`src/rtl/hilo_pkg.sv`:
```
// Shared encodings for the HI/LO multiply/divide unit: op codes, op predicates
// and the iteration FSM state type.
package hilo_pkg;

    localparam logic [3:0] OP_MULT  = 4'd0;
    localparam logic [3:0] OP_MULTU = 4'd1;
    localparam logic [3:0] OP_DIV   = 4'd2;
    localparam logic [3:0] OP_DIVU  = 4'd3;
    localparam logic [3:0] OP_MADD  = 4'd4;
    localparam logic [3:0] OP_MADDU = 4'd5;
    localparam logic [3:0] OP_MSUB  = 4'd6;
    localparam logic [3:0] OP_MSUBU = 4'd7;
    localparam logic [3:0] OP_MTHI  = 4'd8;
    localparam logic [3:0] OP_MTLO  = 4'd9;

    typedef enum logic [1:0] {
        IDLE  = 2'd0,
        MUL   = 2'd1,
        DIV   = 2'd2,
        FIXUP = 2'd3
    } hiloStateT;

    function automatic logic is_signed(input logic [3:0] op);
        return (op == OP_MULT) || (op == OP_DIV) || (op == OP_MADD) || (op == OP_MSUB);
    endfunction

    function automatic logic is_div(input logic [3:0] op);
        return (op == OP_DIV) || (op == OP_DIVU);
    endfunction

    function automatic logic is_acc(input logic [3:0] op);
        return (op >= OP_MADD) && (op <= OP_MSUBU);
    endfunction

    function automatic logic is_sub(input logic [3:0] op);
        return (op == OP_MSUB) || (op == OP_MSUBU);
    endfunction

endpackage

```
`src/rtl/hilo_div_step.sv`:
```
// One restoring-divide iteration: shift in the next dividend bit, subtract the
// divisor and keep the difference only when it does not go negative.
module hilo_div_step #(
    parameter int XLEN = 32
) (
    input  logic [XLEN-1:0] remIn,
    input  logic [XLEN-1:0] divisor,
    input  logic            dividendBit,
    output logic [XLEN-1:0] remOut,
    output logic            quotBit
);

    logic [XLEN:0] shifted;
    logic [XLEN:0] diff;

    always_comb begin
        shifted = {remIn, dividendBit};
        diff    = shifted - {1'b0, divisor};
        quotBit = (shifted >= {1'b0, divisor});
        remOut  = quotBit ? diff[XLEN-1:0] : shifted[XLEN-1:0];
    end

endmodule

```
`src/rtl/hilo_muldiv_unit.sv`:
```
// Iterative HI/LO multiply/divide engine: one bit per cycle on magnitudes,
// sign correction and MADD/MSUB accumulation in a final FIXUP cycle.
module hilo_muldiv_unit
    import hilo_pkg::*;
#(
    parameter int XLEN = 32
) (
    input  logic            Clk,
    input  logic            Reset,
    input  logic            Start,
    input  logic [3:0]      Op,
    input  logic [XLEN-1:0] SrcA,
    input  logic [XLEN-1:0] SrcB,
    input  logic            Flush,
    output logic            Busy,
    output logic            Done,
    output logic            StallReq,
    output logic [XLEN-1:0] HIRegOutput,
    output logic [XLEN-1:0] LORegOutput
);

    localparam int CNT_W = $clog2(XLEN) + 1;

    hiloStateT         state;
    logic [CNT_W-1:0]  counter;
    logic [XLEN-1:0]   hiReg, loReg, mcand;
    logic [2*XLEN-1:0] prod;
    logic [3:0]        opReg;
    logic              busyReg, doneReg, negResult, negRem, divZero;

    logic [XLEN-1:0]   absA, absB, remNext, quot, rem;
    logic [XLEN:0]     mulSum;
    logic [2*XLEN-1:0] signedProd, accSum;
    logic              qBit;

    // prod holds {partial product, multiplier} in MUL and {remainder, dividend/quotient} in DIV
    hilo_div_step #(.XLEN(XLEN)) uDivStep (
        .remIn      (prod[2*XLEN-1:XLEN]),
        .divisor    (mcand),
        .dividendBit(prod[XLEN-1]),
        .remOut     (remNext),
        .quotBit    (qBit)
    );

    always_comb begin
        absA       = (is_signed(Op) && SrcA[XLEN-1]) ? -SrcA : SrcA;
        absB       = (is_signed(Op) && SrcB[XLEN-1]) ? -SrcB : SrcB;
        mulSum     = {1'b0, prod[2*XLEN-1:XLEN]} + (prod[0] ? {1'b0, mcand} : '0);
        signedProd = negResult ? -prod : prod;
        accSum     = is_sub(opReg) ? ({hiReg, loReg} - signedProd) : ({hiReg, loReg} + signedProd);
        quot       = negResult ? -prod[XLEN-1:0] : prod[XLEN-1:0];
        // On divide by zero the remainder path reproduces the raw dividend
        rem        = negRem ? -prod[2*XLEN-1:XLEN] : prod[2*XLEN-1:XLEN];
    end

    always_ff @(posedge Clk or negedge Reset) begin
        if (!Reset) begin
            state     <= IDLE;
            counter   <= '0;
            hiReg     <= '0;
            loReg     <= '0;
            mcand     <= '0;
            prod      <= '0;
            opReg     <= '0;
            busyReg   <= 1'b0;
            doneReg   <= 1'b0;
            negResult <= 1'b0;
            negRem    <= 1'b0;
            divZero   <= 1'b0;
        end else begin
            doneReg <= 1'b0;
            case (state)
                IDLE: begin
                    if (Start && !Flush) begin
                        if (Op == OP_MTHI) begin
                            hiReg <= SrcA;
                        end else if (Op == OP_MTLO) begin
                            loReg <= SrcA;
                        end else if (Op <= OP_MSUBU) begin
                            opReg     <= Op;
                            counter   <= CNT_W'(XLEN);
                            busyReg   <= 1'b1;
                            negRem    <= is_signed(Op) && SrcA[XLEN-1];
                            negResult <= is_signed(Op) && (SrcA[XLEN-1] ^ SrcB[XLEN-1]);
                            divZero   <= is_div(Op) && (SrcB == '0);
                            if (is_div(Op)) begin
                                state <= DIV;
                                mcand <= absB;
                                prod  <= {{XLEN{1'b0}}, absA};
                            end else begin
                                state <= MUL;
                                mcand <= absA;
                                prod  <= {{XLEN{1'b0}}, absB};
                            end
                        end
                    end
                end
                MUL, DIV: begin
                    if (Flush) begin
                        state   <= IDLE;
                        busyReg <= 1'b0;
                        counter <= '0;
                    end else begin
                        counter <= counter - CNT_W'(1);
                        if (state == MUL) prod <= {mulSum, prod[XLEN-1:1]};
                        else              prod <= {remNext, prod[XLEN-2:0], qBit};
                        if (counter == CNT_W'(1)) state <= FIXUP;
                    end
                end
                FIXUP: begin
                    state   <= IDLE;
                    busyReg <= 1'b0;
                    if (!Flush) begin
                        doneReg <= 1'b1;
                        if (is_div(opReg)) begin
                            hiReg <= rem;
                            loReg <= divZero ? '1 : quot;
                        end else if (is_acc(opReg)) begin
                            {hiReg, loReg} <= accSum;
                        end else begin
                            {hiReg, loReg} <= signedProd;
                        end
                    end
                end
                default: state <= IDLE;
            endcase
        end
    end

    assign Busy        = busyReg;
    assign StallReq    = busyReg;
    assign Done        = doneReg;
    assign HIRegOutput = hiReg;
    assign LORegOutput = loReg;

    // Requests arriving while busy are dropped; the pipeline must hold them off
    assert property (@(posedge Clk) disable iff (!Reset) Busy |-> !Start);

endmodule

```
`config.mk`:
```
export PLATFORM = sky130hd
export DESIGN_NAME = hilo_muldiv_unit
export DESIGN_NICKNAME = d
export VERILOG_FILES = /design/src/rtl/hilo_pkg.sv /design/src/rtl/hilo_div_step.sv /design/src/rtl/hilo_muldiv_unit.sv
export SDC_FILE = /design/constraint.sdc
export NUM_CORES = 1
export LEC_CHECK = 0
export CAP_MARGIN = 20
export CORE_MARGIN = 5
export CORE_UTILIZATION = 65
export CTS_CLUSTER_DIAMETER = 50
export CTS_CLUSTER_SIZE = 8
export DETAILED_ROUTE_END_ITERATION = 16
export MAX_ROUTING_LAYER = met4
export PLACE_DENSITY = 0.86
export SETUP_SLACK_MARGIN = 0.05
export SKIP_LAST_GASP = 1
export SLEW_MARGIN = 10
export SYNTH_ARGS = -nofsm -noshare
export SYNTH_HDL_FRONTEND = slang
export SYNTH_SLANG_ARGS = --single-unit
```
`constraint.sdc`:
```
create_clock -name Clk -period 11.3 [get_ports Clk]
set_input_delay 2.26 -clock Clk [delete_from_list [all_inputs] [get_ports Clk]]
set_output_delay 2.26 -clock Clk [all_outputs]
set_load 0.02 [all_outputs]
```
# After elaboration in Yosys (flattened, before gate mapping)
# Index checks and enable logic that the tools add are counted.
# word_totals
register_bits	177
input_bits	72
output_inout_bits	67
elab_cells	132
# op_classes
addsub	10
n_lt_le_gt_ge	4
n_eq_ne	24
n_mux	53
bitwise_logic	3
n_reduce_logical	26
# ops
op	count
$mux W32	20
$mux W64	8
$neg A32 Y32	4
$pmux W32 S2	2
$pmux W64 S2	1
$add A64 B64 Y64	1
$neg A64 Y64	1
$sub A64 B64 Y64	1
$add A32 B32 Y33	1
$ge A33 B32 Y1	1
$logic_not A32 Y1	1
$sub A32 B32 Y32	1
$mux W6	5
$reduce_and A5 Y1	5
$ne A2 B2 Y1 const B	9
$eq A4 B2 Y1 const B	4
$eq A4 B3 Y1 const B	4
$mux W2	7
$pmux W6 S2	1
$eq A4 B4 Y1 const B	2
$le A4 B3 Y1 const B	2
$mux W1	7
$eq A6 B1 Y1 const B	1
$logic_and A1 B1 Y1	6
other kinds (17)	25

# Longest topological paths before layout
# logic_depth
ltp_word	12
mapped_depth	27
ltp_nobuf	23

# By module
# From an unflattened synthesis, not the netlist that was laid out.
# unflattened
hier_cells	3012
hier_area_um2	22337.7
# by_module_without_submodules
module	n_inst	cells_each	area_each_um2	seq_area_each_um2
hilo_muldiv_unit	1	2689	20006.7	4404.2
hilo_div_step	1	323	2331.0	0.0

# Worst setup path before layout
# Ideal clock, no wire load.
# synth_path
kind	reg2reg
startpoint	register prod[0]
endpoint	register hiReg[25], in the netlist HIRegOutput[25]
setup_ns	0.122
arrival_time_ns	6.208
required_ns	11.178
path_slack_ns	4.970
stages_incl_launch_ff	25
path_buffers	4
synth_period_minus_slack_ns	6.330
cell_sequence	dfrtp_1 clkbuf_1 clkinv_1 clkbuf_1 ha_1 nor4b_4 nand3_1 or4_1 a2111oi_2 o221ai_1 nor4bb_1 buf_2 a31oi_1 xnor2_1 ha_1 clkbuf_1 a21o_1 a21o_1 a221o_1 a221o_1 a31oi_1 o21ai_0 a311oi_1 mux2i_1 nand2_1
# synth_via
elab_chain_cells	8
word_cells_on_any_way	9
classes_between	add/sub (3); mux (6)
# synth_rtl
element	line	rtl
from (decl)	hilo_muldiv_unit.sv:27	logic [2*XLEN-1:0] prod;
from (signal assigned)	hilo_muldiv_unit.sv:89	prod <= {{XLEN{1'b0}}, absA};
from (signal assigned)	hilo_muldiv_unit.sv:93	prod <= {{XLEN{1'b0}}, absB};
from (signal assigned)	hilo_muldiv_unit.sv:105	if (state == MUL) prod <= {mulSum, prod[XLEN-1:1]};
$neg A64 Y64	hilo_muldiv_unit.sv:49	signedProd = negResult ? -prod : prod;
$mux W64 *	hilo_muldiv_unit.sv:49	
$add A64 B64 Y64 / $sub A64 B64 Y64 (equally long branches)	hilo_muldiv_unit.sv:50	accSum = is_sub(opReg) ? ({hiReg, loReg} - signedProd) : ({hiReg, loReg} + signedProd);
$mux W64	hilo_muldiv_unit.sv:50	
$mux W32 *	hilo_muldiv_unit.sv:118	end else if (is_acc(opReg)) begin
$mux W32 *	hilo_muldiv_unit.sv:115	if (is_div(opReg)) begin
$mux W32 *	hilo_muldiv_unit.sv:113	if (!Flush) begin
$pmux W32 S2 *	hilo_muldiv_unit.sv:72	case (state)
to (signal assigned)	hilo_muldiv_unit.sv:116	hiReg <= rem;
to (signal assigned)	hilo_muldiv_unit.sv:119	{hiReg, loReg} <= accSum;
to (signal assigned)	hilo_muldiv_unit.sv:121	{hiReg, loReg} <= signedProd;
to (decl)	hilo_muldiv_unit.sv:26	logic [XLEN-1:0] hiReg, loReg, mcand;
# Mark *: on every way between the ends. The rest lies on a longest branch, timed or not. The select of a mux whose other input is x is not followed.
# A chain may end at the register's enable or synchronous reset.

# Worst setup path after layout
# layout_path
startpoint	register prod[0]
endpoint	register hiReg[21], in the netlist HIRegOutput[21]
# The elaborated chain is that of the path after synthesis.

==> run_results.csv <==
group,metric,value,unit
finish,fin_cells,3496,
run_status,outcome,"finished clean",
timing,setup_viol,0,
finish,fillerInstances,2727,
place,numPortBuffers,138,
finish,fin_nets,3247,
run,drv_cap,0,
synth,synth_top_area_cell,"dfrtp_1",
critical_path,critical_path.max_stage_delay,0.79,ns
synth,yosysWarnings,0,
place,dp_hpwl,64300,µm
grt,grt_pass1_vias,23000,
finish,syn_to_final_growth,8.85,%
floorplanning,die_w,195,µm
timing,rsz0062_at_grt,"no",
place,post_dp_cell_area,23600,µm²
clocking,cts_tree,"yes",
timing,fin_skew,0.0220,ns
timing,relSlewSlack,29.1,%
timing,fin_setup_tns,0,ns
floorplanning,io_pins,139,
synth,synth_area_per_cell,7.28,µm²
synth,synth_cell_types,97,
timing,whs,0.482,ns
timing,hold_viol,0,
critical_path,critical_path.top_delay_family,"compound AO/OA/AOI/OAI gates",
clocking,postCtsHoldBufs,0,
synth,synth.net_count,3277,
place,numPlacedInstances,3463,
route,first_pass_iters,6,
critical_path,crit_fanout,35,
min_path,hold_class,"reg2reg",
synth,synth-edff-count,0,
synth,ys.flop_type,"dfrtp_1",
finish,drive_gt1_share,5.05,%
grt,grt_first_pass_wirelength,130000,µm
floorplanning,start_util,66.2,%
floorplanning,dieArea,38100,µm²
route,drt_wl_total,85600,µm
critical_path,crit_required,11.65,ns
route,num_vias,25000,
timing,tightest_slew,1.05,ns
synth,netlist_top_cells_area,"dfrtp_1, ha_1, a21oi_1, xor2_1, o21ai_0",
grt,gr-total-overflow,0,
critical_path,crit_slowest_cell,"a311oi_1",
critical_path,startpoint_type,"flop",
floorplanning,dieHeight,195,µm
clocking,clkTransAtPathRegs,0.08,ns
clocking,post_cts_buffers,0,
clocking,numClockSinks,176,
timing,drv_slew,0,
critical_path,worst-setup-path-type,"reg2reg",
grt,grt_antenna_before_repair,2,
clocking,numCtsBuffers,17,
grt,grt_usage,43.9,%
floorplanning,core_area,33700,µm²
clocking,clock_latency,0.48,ns
synth,synth_top_area_share,19.7,%
finish,design_area,24300,µm²
route,route.antenna.remaining_nets,0,
grt,grt_start_max_net_pins,99,
place,globalplace.congestion,1.08,
critical_path,cp-end-kind,"flop",
clocking,cts_resized,0,
route,drtIter0Drc,3959,
synth,ys_seq_elements,176,
finish,final_common_cell,"nand2_1",
synth,yosysSeqAreaShare,19.7,%
critical_path,worstPathArrival,8.01,ns
clocking,root_buffer,"clkbuf_16",
synth,ys_async_sr_fraction,100,%
timing,fin_crit,7.65,ns
route,vias_per_cell,7.15,
clocking,cts_buffer_depth,2,
synth,synthCells,3065,
critical_path,crit_top_cell,"a21o_1",
route,avgRoutedWirePerCell,24.5,µm
finish,layout_common_cells,"nand2_1, a21oi_1, nor2_1",
clocking,ctsHtreeMaxLevel,4,
timing,fmax,0.131,GHz
timing,post-route-period-util,67.7,%
route,drc,0,
floorplanning,rows,67,
critical_path,cp.buffers_inverters,2,
critical_path,crit_chain,"clkinv_1 > buf_4 > ha_1 > nor4b_4 > nand3_1 > or4_1 > a2111oi_2 > o221ai_1 > and3b_1 > a31oi_1 > xor2_1 > ha_1 > a21o_1 > a21o_1 > a21o_1 > a221o_1 > a221o_1 > a31oi_1 > o21ai_0 > a311oi_1 > or4b_2 > nand3_1",
synth,syn_area,22300,µm²
[through the flow]
stage	worst slack, ns	util [%]
2_1_floorplan	4.97	-
3_3_place_gp	4.09	70.1
3_5_place_dp	3.85	70.1
4_1_cts	3.79	72.0
5_1_grt	3.15	72.1
6_report	3.65	72.1
[state kept, by name, indices dropped and copies added, names as in the netlist]
| signal | flops |
|---|---|
| Busy | 1 |
| Done | 1 |
| HIRegOutput | 32 |
| LORegOutput | 32 |
| counter | 6 |
| divZero | 1 |
| mcand | 32 |
| negRem | 1 |
| negResult | 1 |
| opReg | 3 |
| prod | 64 |
| state | 2 |
[layer usage]
metal  wire length, µm  track usage (%)  part of all wire (%)  vias to the layer above
li1                  -                -                     -                    11100
met1             33200             58.2                    39                    11600
met2             34600             60.9                    40                     1849
met3             11400             11.1                    13                      393
met4              6320             24.7                   7.4                        0
met5                 0                -                     0                        -
[logic make-up (layout without fill, tap and decap cells)]
group,count (synthesis),in the layout,share of synthesized area [%]
buffers and inverters,307,289,5.41
xor gates and xnor gates,314,314,12.5
DFF,176,176,19.7
and+or+nand+nor,1047,1047,23.0
other,0,1,0
muxes,47,47,2.25
adders and majority gates,140,140,7.95
AOI/OAI and AO/OA,1034,1034,29.2
[path summary, 6_finish.rpt]
kind                                            start                           to  slack, ns  cells past startpoint
max in group asynchronous                       Reset  LORegOutput[15]$_DFFE_PN0P_       7.41                      3
worst min-delay path            mcand[10]$_DFFE_PN0P_        mcand[10]$_DFFE_PN0P_       0.48                      2
worst max register to register    prod[0]$_DFFE_PN0P_  HIRegOutput[21]$_DFFE_PN0P_       3.65                     22
worst max-delay path              prod[0]$_DFFE_PN0P_  HIRegOutput[21]$_DFFE_PN0P_       3.65                     22
min in group asynchronous                       Reset         prod[50]$_DFFE_PN0P_       1.75                      1
worst min register to register  mcand[10]$_DFFE_PN0P_        mcand[10]$_DFFE_PN0P_       0.48                      2
[worst min-delay path, cell delays in order, from the launching register on]
cell     delay (ns)
dfrtp_1        0.35
nand2_1        0.05
o21ai_0        0.06
[area by class of cell]
class	count	area, µm²	area share, %
Multi-Input combinational cell	2582	16800	69.0
Inverter	95	357	1.47
Timing Repair Buffer	163	1590	6.55
Tap cell	448	561	2.31
Antenna cell	1	2.50	0.0103
Clock buffer	19	453	1.86
Sequential cell	176	4410	18.1
Clock inverter	12	174	0.716
[cell usage after synthesis (22+ instances only)]
cell and number:
o21bai_1 23, clkbuf_1 178, nand3_1 61, and3_1 25, xnor2_1 135, a31oi_1 50
a21oi_1 315, ha_1 137, nor2_1 312, nor2b_1 24, o21ai_0 254, a21o_1 61
o31ai_1 41, o221ai_1 26, nand2_1 319, mux2_2 26, nor3_1 67, dfrtp_1 176
a221oi_1 22, o211ai_1 22, nor4_1 26, inv_1 93, nand4_1 41, xor2_1 175
a211oi_1 60, nand2b_1 26, or3_1 25
Power is not shown: default switching activity piles up to over one toggle a cycle in this logic, so the estimate is an artifact.
